<file path="src/rtl/cnn_mac_engine.sv">
// Dot-product sequencer: reads bias, weights and pixels from a word RAM,
// accumulates signed products, post-processes and writes the 16-bit result back.
module cnn_mac_engine #(
    parameter int unsigned ADDR_W = 16,
    parameter int unsigned LEN_W  = 8,
    parameter int unsigned ACC_W  = 40
) (
    input  logic              clk,
    input  logic              reset,
    input  logic              start,
    input  logic [LEN_W-1:0]  len,
    input  logic [ADDR_W-1:0] w_base,
    input  logic [ADDR_W-1:0] x_base,
    input  logic [ADDR_W-1:0] bias_addr,
    input  logic [ADDR_W-1:0] out_addr,
    input  logic [4:0]        shift,
    input  logic              relu_en,
    output logic              busy,
    output logic              done,
    output logic [15:0]       result,
    output logic              mem_chipselect,
    output logic              mem_read,
    output logic              mem_write,
    output logic [ADDR_W-1:0] mem_address,
    output logic [15:0]       mem_writedata,
    input  logic [15:0]       mem_readdata
);

    typedef enum logic [2:0] {
        IDLE    = 3'd0,
        ZERO    = 3'd1,
        RD_BIAS = 3'd2,
        RD_W    = 3'd3,
        RD_X    = 3'd4,
        MAC     = 3'd5,
        POST    = 3'd6,
        WRITE   = 3'd7
    } state_t;

    localparam logic signed [ACC_W-1:0] SAT_MAX = ACC_W'(32767);
    localparam logic signed [ACC_W-1:0] SAT_MIN = ACC_W'(-32768);

    state_t state;
    state_t next_state;

    logic [LEN_W-1:0]  len_q;
    logic [ADDR_W-1:0] w_base_q;
    logic [ADDR_W-1:0] x_base_q;
    logic [ADDR_W-1:0] out_addr_q;
    logic [4:0]        shift_q;
    logic              relu_q;
    logic [LEN_W-1:0]  idx;
    logic [15:0]       bias_q;
    logic [15:0]       w_q;
    logic signed [ACC_W-1:0] acc;
    logic [15:0]       res_next;

    logic [LEN_W-1:0]  idx_next;
    logic [ADDR_W-1:0] addr_next;
    logic              read_next;
    logic              write_next;
    logic              last_elem;

    logic signed [31:0]      w_ext;
    logic signed [31:0]      x_ext;
    logic signed [31:0]      prod;
    logic signed [ACC_W-1:0] shifted;
    logic signed [ACC_W-1:0] post_t;
    logic [15:0]             post_val;

    // State register
    always_ff @(posedge clk or negedge reset) begin
        if (!reset) state <= IDLE;
        else        state <= next_state;
    end

    // Next-state, element index and next memory command
    always_comb begin
        next_state = state;
        idx_next   = idx;
        addr_next  = '0;
        read_next  = 1'b0;
        write_next = 1'b0;
        last_elem  = (idx == len_q - LEN_W'(1));

        case (state)
            IDLE: begin
                if (start) begin
                    idx_next   = '0;
                    next_state = (len == '0) ? ZERO : RD_BIAS;
                end
            end
            ZERO:    next_state = IDLE;
            RD_BIAS: next_state = RD_W;
            RD_W:    next_state = RD_X;
            RD_X:    next_state = MAC;
            MAC: begin
                if (last_elem) begin
                    next_state = POST;
                end else begin
                    idx_next   = idx + LEN_W'(1);
                    next_state = RD_W;
                end
            end
            POST:    next_state = WRITE;
            WRITE:   next_state = IDLE;
            default: next_state = IDLE;
        endcase

        // RD_BIAS is only entered from IDLE, so the live bias_addr is the one being latched
        case (next_state)
            RD_BIAS: begin
                addr_next = bias_addr;
                read_next = 1'b1;
            end
            RD_W: begin
                addr_next = w_base_q + ADDR_W'(idx_next);
                read_next = 1'b1;
            end
            RD_X: begin
                addr_next = x_base_q + ADDR_W'(idx);
                read_next = 1'b1;
            end
            WRITE: begin
                addr_next  = out_addr_q;
                write_next = 1'b1;
            end
            default: begin
                addr_next = '0;
            end
        endcase
    end

    // Product, shift, bias, ReLU and saturation
    always_comb begin
        w_ext   = {{16{w_q[15]}}, w_q};
        x_ext   = {{16{mem_readdata[15]}}, mem_readdata};
        prod    = w_ext * x_ext;
        shifted = acc >>> shift_q;
        post_t  = shifted + {{(ACC_W-16){bias_q[15]}}, bias_q};
        if (relu_q && post_t[ACC_W-1]) post_t = '0;
        if (post_t > SAT_MAX)      post_val = 16'h7FFF;
        else if (post_t < SAT_MIN) post_val = 16'h8000;
        else                       post_val = post_t[15:0];
    end

    // Datapath and registered outputs
    always_ff @(posedge clk or negedge reset) begin
        if (!reset) begin
            len_q          <= '0;
            w_base_q       <= '0;
            x_base_q       <= '0;
            out_addr_q     <= '0;
            shift_q        <= '0;
            relu_q         <= 1'b0;
            idx            <= '0;
            bias_q         <= '0;
            w_q            <= '0;
            acc            <= '0;
            res_next       <= '0;
            result         <= '0;
            busy           <= 1'b0;
            done           <= 1'b0;
            mem_read       <= 1'b0;
            mem_write      <= 1'b0;
            mem_chipselect <= 1'b0;
            mem_address    <= '0;
            mem_writedata  <= '0;
        end else begin
            idx            <= idx_next;
            busy           <= (next_state != IDLE);
            done           <= (next_state == ZERO) || (state == WRITE);
            mem_read       <= read_next;
            mem_write      <= write_next;
            mem_chipselect <= read_next | write_next;
            mem_address    <= addr_next;
            mem_writedata  <= write_next ? post_val : 16'h0000;

            case (state)
                IDLE: begin
                    if (start && (len != '0)) begin
                        len_q      <= len;
                        w_base_q   <= w_base;
                        x_base_q   <= x_base;
                        out_addr_q <= out_addr;
                        shift_q    <= shift;
                        relu_q     <= relu_en;
                        acc        <= '0;
                    end
                end
                RD_W:  if (idx == '0) bias_q <= mem_readdata;
                RD_X:  w_q <= mem_readdata;
                MAC:   acc <= acc + {{(ACC_W-32){prod[31]}}, prod};
                POST:  res_next <= post_val;
                WRITE: result <= res_next;
                default: ;
            endcase
        end
    end

endmodule

</file>
<file path="config.mk">
export PLATFORM = sky130hd
export DESIGN_NAME = cnn_mac_engine
export DESIGN_NICKNAME = d
export VERILOG_FILES = /design/src/rtl/cnn_mac_engine.sv
export SDC_FILE = /design/constraint.sdc
export NUM_CORES = 1
export LEC_CHECK = 0
export CAP_MARGIN = 0
export CORE_AREA = 10 10 265 267
export CTS_CLUSTER_DIAMETER = 40
export DETAILED_ROUTE_END_ITERATION = 8
export DIE_AREA = 0 0 275 277
export HOLD_SLACK_MARGIN = 0.08
export PLACE_DENSITY = 0.54
export SYNTH_ARGS = -nofsm -noshare
export SYNTH_HDL_FRONTEND = slang
export SYNTH_SLANG_ARGS = --single-unit
</file>
<file path="constraint.sdc">
create_clock -name clk -period 19.9 [get_ports clk]
set_input_delay 4.975 -clock clk [delete_from_list [all_inputs] [get_ports clk]]
set_output_delay 4.975 -clock clk [all_outputs]
set_load 0.005 [all_outputs]
</file>
==> flow_summary_export.csv <==
group,metric,value,unit
global_route,grtUsageMet1,0.275,
synth,yosys.area_share.adder,0.294,
timing,worst_pin_slew,1.29,ns
cts,postCtsSetupBuffers,0,
cts,cts_root_buffer,"clkbuf_16",
floorplanning,ios,150,
cts,cts_tree,"built",
synth,synthesis.instances,2838,
final_layout,fin_cells,3816,
job,max-cap-violations,0,
place,dpl.hpwl,60.0,mm
worst_hold_path,hp-class,"flip-flop to flip-flop",
final_layout,final_nets,3464,
setup_path,critPathRequiredTime,20.35,ns
routing,first_pass_iters,5,
synth,ys_seq_elements,214,
cts,insertion_delay,0.58,ns
global_route,use_met3,0.0278,
synth,synth_nets,3382,
synth,synth_mux_area_frac,0.0826,
global_route,met2_usage,0.322,
cts,cts_hold_buf,0,
synth,synth_edf_count,0,
synth,synth.area.top_cells,"dfrtp_1 21%, fa_1 21%, ha_1 8.8%, nand2_1 5.3%, inv_1 5.2%",
floorplanning,dieWidth,275,um
synth,async_flop_share,1.00,
setup_path,start_kind,"primary input",
final_layout,fill_cells,6361,
cts,cts_buffers,45,
cts,ctsResizeCount,0,
synth,ys.flop_type,"dfrtp_1",
global_route,grt.total_usage,0.199,
place,place_congestion,0.887,
routing,drt_wl_total,75.6,mm
routing,via_count,20900,
cts,cts_buffer_depth,3,
synth,synth_area_per_cell,9.09,um^2
setup_path,worst-path-max-fanout,18,
synth,synth-simple-area-share,0.152,
routing,antenna_left,0,
floorplanning,dieArea,0.0762,mm^2
timing,timing.setup.tns,0,ns
floorplanning,die_y,277,um
timing,fin_skew,0.0185,ns
setup_path,cpMaxStageDelayCell,"clkdlybuf4s50_1",
final_layout,layout-drive-gt1-share,0.0932,
outcome,status,"completed",
global_route,top_usage_layer,"met2",
cts,clk_pin_slew,0.05,ns
timing,hold_viol_final,0,
routing,via_per_inst,5.47,
timing,fmaxAchievable,70.8,MHz
synth,synth_top_cell_by_area,"dfrtp_1",
place,dp.cells,3737,
global_route,antenna_found_initial,1,
setup_path,r2r_slack,10.40,ns
floorplanning,start_util,0.396,
global_route,grt_max_degree,92,
setup_path,worst_path_most_repeated_cell,"fa_1",
synth,syn_area,0.0258,mm^2
synth,yosysWarnings,0,
place,io_buffers,149,
synth,synth_top_area_frac,0.208,
setup_path,worstSetupEndpointType,"flip-flop",
synth,synth_compound_area_frac,0.147,
timing,finalCritPeriodShare,0.710,
global_route,grt_pass1_wl,121,mm
final_layout,utilization,0.453,
floorplanning,fp.coreArea,0.0652,mm^2
cts,htree_levels,2,
final_layout,syn_to_final_growth,14.3,%
timing,setup_slack,5.78,ns
timing,rsz0062_at_grt,"no",
setup_path,cp_top_family,"adder cells",
synth,synth_top_family_by_area,"adder cells",
timing,period_needed,14.12,ns
synth,synth_xor_xnor_area_share,0.0428,
global_route,grt_pass1_vias,21300,
timing,slew_viol_final,0,
setup_path,cp_num_buf_inv,5,
routing,drt_iter0_drc,1394,
synth,synth_cell_types,96,
timing,setup_viol,0,
setup_path,cp.arrival,14.57,ns
cts,cts_sinks,214,
global_route,gr-total-overflow,0,
timing,slew-limit-headroom,0.138,
setup_path,critPathMaxStageDelay,0.86,ns
synth,yosysSeqAreaShare,0.208,
floorplanning,fp-row-count,94,
routing,drc,0,
place,pre_cts_ws,5.17,ns
setup_path,setup.worst_path.class,"primary input to flip-flop",
routing,wl_per_cell,19.8,um
[worst paths after layout]
kind / end / startpoint / cells past startpoint
setup / recovery: acc[36] / mem_readdata[4] / 33
min in group asynchronous: result[14] / reset / 1
hold reg to reg: res_next[15] / res_next[15] / 1
max in group asynchronous: shift_q[1] / reset / 3
hold / removal: res_next[15] / res_next[15] / 1
setup reg to reg: acc[36] / w_q[5] / 32
[registers in the layout, summed over array words and instances (netlist names), 3 cells and up]
signal	cells
acc	40
bias_q	16
idx	8
len_q	8
mem_address	16
mem_writedata	16
out_addr_q	16
res_next	16
result	16
shift_q	5
state	3
w_base_q	16
w_q	16
x_base_q	16
[cells in the mapped netlist, types with 6 or more instances]
master / n
nand2_1: 364
inv_1: 359
fa_1: 266
dfrtp_1: 214
ha_1: 181
o21ai_0: 159
a21oi_1: 137
and2_1: 137
mux2_2: 109
nor2_1: 107
clkbuf_1: 101
xnor2_1: 78
xor2_1: 48
mux2i_1: 43
nand3_1: 38
a21o_1: 29
o21ai_1: 25
and3_1: 24
mux4_2: 21
o22ai_1: 21
a31oi_1: 20
nand2b_1: 20
nor2b_1: 19
nor3_1: 19
a211oi_1: 16
o211ai_2: 16
o21a_1: 15
a222oi_1: 14
o21bai_1: 14
o31ai_1: 14
nand4_1: 13
nor4_1: 12
o211ai_1: 12
buf_2: 9
buf_1: 8
or3_1: 8
nor3b_1: 7
o2111ai_1: 7
or2_2: 7
or4_1: 7
a21boi_0: 6
buf_4: 6
[logic make-up (layout without fill, tap and decap cells)]
kind of cell / count (synthesis) / count (layout)
XOR/XNOR: 126 / 126
multiplexers: 173 / 173
AO/OA/AOI/OAI: 578 / 578
AND/OR/NAND/NOR: 810 / 810
flip-flops: 214 / 214
buffers and inverters: 490 / 603
adder cells (fa/ha/maj): 447 / 447
other: 0 / 1
[routing by layer]
| layer | wire (um) | part of all wire | vias up |
|---|---|---|---|
| met5 | 0 | 0 | - |
| met4 | 1760 | 0.023 | 0 |
| met3 | 3530 | 0.047 | 90 |
| met2 | 36200 | 0.48 | 432 |
| met1 | 34100 | 0.45 | 10600 |
| li1 | - | - | 9763 |
[cell usage in the layout, fill, tap and decap left out, types with 8 or more instances in the layout]
cell / count
a211oi_1: 16
a21o_1: 29
a21oi_1: 137
a222oi_1: 14
a31oi_1: 19
and2_1: 137
and3_1: 24
buf_4: 13
clkbuf_16: 45
clkdlybuf4s50_1: 148
dfrtp_1: 213
fa_1: 266
ha_1: 181
inv_1: 359
mux2_2: 109
mux2i_1: 43
mux4_2: 21
nand2_1: 364
nand2b_1: 20
nand3_1: 38
nand4_1: 13
nor2_1: 107
nor2b_1: 19
nor3_1: 18
nor4_1: 12
o211ai_1: 12
o211ai_2: 16
o21a_1: 15
o21ai_0: 159
o21ai_1: 25
o21bai_1: 14
o22ai_1: 21
o31ai_1: 14
or3_1: 8
xnor2_1: 78
xor2_1: 48
[metrics by stage]
stage / hold WS, ns / cell area (um^2)
2_1_floorplan: 0.445 / 25800
3_3_place_gp: 0.460 / 28000
3_5_place_dp: 0.470 / 28000
4_1_cts: 0.482 / 29500
5_1_grt: 0.494 / 29500
6_report: 0.476 / 29500
[final cells by class]
cell class,instances,area (um^2),share of cell area
multi-input cells,2134,18600,0.630
flip-flops and latches,214,5360,0.182
clock inverters,24,338,0.0115
well taps,864,1080,0.0366
clock buffers,54,1190,0.0403
diodes,1,2.50,0.0000848
inverters,363,1360,0.0462
repair buffers,162,1590,0.0540
Power is not shown: default switching activity piles up to over one toggle a cycle in this logic, so the estimate is an artifact.
==> RTL edit (same settings) <==
Register the input `out_addr` before use, with the module's reset. The logic sees it one clock later. The other inputs are not delayed to match.
--- a/src/rtl/cnn_mac_engine.sv
+++ b/src/rtl/cnn_mac_engine.sv
@@ -39,6 +39,16 @@
 
     localparam logic signed [ACC_W-1:0] SAT_MAX = ACC_W'(32767);
     localparam logic signed [ACC_W-1:0] SAT_MIN = ACC_W'(-32768);
+
+    logic [ADDR_W-1:0] out_addr_r;
+
+    always_ff @(posedge clk or negedge reset) begin
+        if (!reset) begin
+            out_addr_r <= '0;
+        end else begin
+            out_addr_r <= out_addr;
+        end
+    end
 
     state_t state;
     state_t next_state;
@@ -182,7 +192,7 @@
                         len_q      <= len;
                         w_base_q   <= w_base;
                         x_base_q   <= x_base;
-                        out_addr_q <= out_addr;
+                        out_addr_q <= out_addr_r;
                         shift_q    <= shift;
                         relu_q     <= relu_en;
                         acc        <= '0;
Check against the original RTL: same outputs for any inputs over 4 cycles, from zero or initial values and one cycle with reset low; that may be too few to reach the edited logic, so the function may still have changed.
==> RTL edit against the unedited design <==
Worst setup slack worse by 160 ps. Synthesized area is 0.42% lower. Design area is 0.98% higher. Sequential cell count is 16 higher. Non-clock buffer count is 5 higher. First-iteration DRC count is 7.2% lower. Highest routed layer unchanged. Critical path type unchanged. Routed wire length is 2.1% lower.
Power is not shown: default switching activity piles up to over one toggle a cycle in this logic, so the estimate is an artifact.
==> RTL edit: results <==
[status]
outcome = completed

[clocking]
clock-sinks = 230
cts_made_buffers = 49
clkLatencyLatePin_ps = 600

[critical_path]
max_stage_delay_ps = 1020
worstPathArrival_ps = 14760
r2r_setup_slack_ps = 10030

[drt]
route.met3.wl_um = 3370
wl_met1_um = 32500
drtIter0Drc = 1294
wire_per_inst_um = 19.5

[finish]
nMultiInputCombCells = 2089
antenna_cells = 6
seq_share_pct = 19.3
multi_input_area_share_pct = 61.0
layout.nonclk_buf_share_pct = 5.48
drive_above_1_share_pct = 9.61
inv_count = 347
nFillCells = 6281
num-nonclk-buffers = 167
clkCellAreaFrac_pct = 6.12
nClkBuffers = 58

[global_route]
grt_pass1_vias = 21300
grt_pass1_wl_um = 119000
grt_max_degree = 100
antenna_found_initial = 6
grt.total_usage_pct = 19.5

[sta]
tightest_slew_ps = 1220
skew_ps = 36.1

[placement]
dpl.hpwl_um = 57500
dpl_cell_area_mm2 = 0.0280

[synthesis]
synth_cell_type_count = 88
synth.net_count = 3328
yosys-top-cells-count = 378 x nand2_1, 343 x inv_1, 266 x fa_1
ys_seq_area_share_pct = 22.4
synth.area.top_cells = dfrtp_1 22%, fa_1 21%, ha_1 8.8%

[min_path]
holdCritPathClass = reg -> reg
==> RTL edit: changes by cell type in the layout (fill, tap and decap cells not counted), moves of 8 or more <==
cell	delta
nand3_1	+11
and3_1	-17
o211ai_2	-15
xnor2_1	+16
nand2_1	+14
a21oi_1	-8
inv_1	-16
a21o_1	+30
dfrtp_1	+16
nor2_1	-11
o21ai_1	-23
==> RTL edit: worst paths after layout <==
kind | to | depth (start not counted) | startpoint
min reg2reg | res_next[15] | 1 | res_next[15]
max reg2reg | acc[39] | 32 | w_q[4]
max in group asynchronous | result[11] | 2 | reset
max | acc[39] | 32 | mem_readdata[1]
min | res_next[15] | 1 | res_next[15]
min in group asynchronous | mem_address[2] | 1 | reset
==> RTL edit: per-stage QoR <==
stage          worst slack, ps  cells  utilization, %  hold WS, ps
5_1_grt                   5050   3795            45.7          488
6_report                  5610   3795            45.7          472
3_5_place_dp              5190   3697            42.9          461
2_1_floorplan             6990   2784               -          446
4_1_cts                   5790   3789            45.7          475
3_3_place_gp              5300   3697            42.9          457
==> RTL edit: metal layers <==
| layer | up-vias | track usage, % |
|---|---|---|
| met5 | - | 0 |
| met4 | 0 | 6.68 |
| met3 | 102 | 2.78 |
| met2 | 429 | 31.8 |
| met1 | 10300 | 26.1 |
| li1 | 9572 | - |
==> RTL edit: kinds of logic after synthesis <==
logic type,Yosys count,share of synthesized area (%)
AOI/OAI and AO/OA,532,13.3
DFF,230,22.4
buffers and inverters,465,6.90
muxes,175,8.39
xor gates and xnor gates,141,4.89
and+or+nand+nor,794,14.6
adders and majority gates,447,29.5
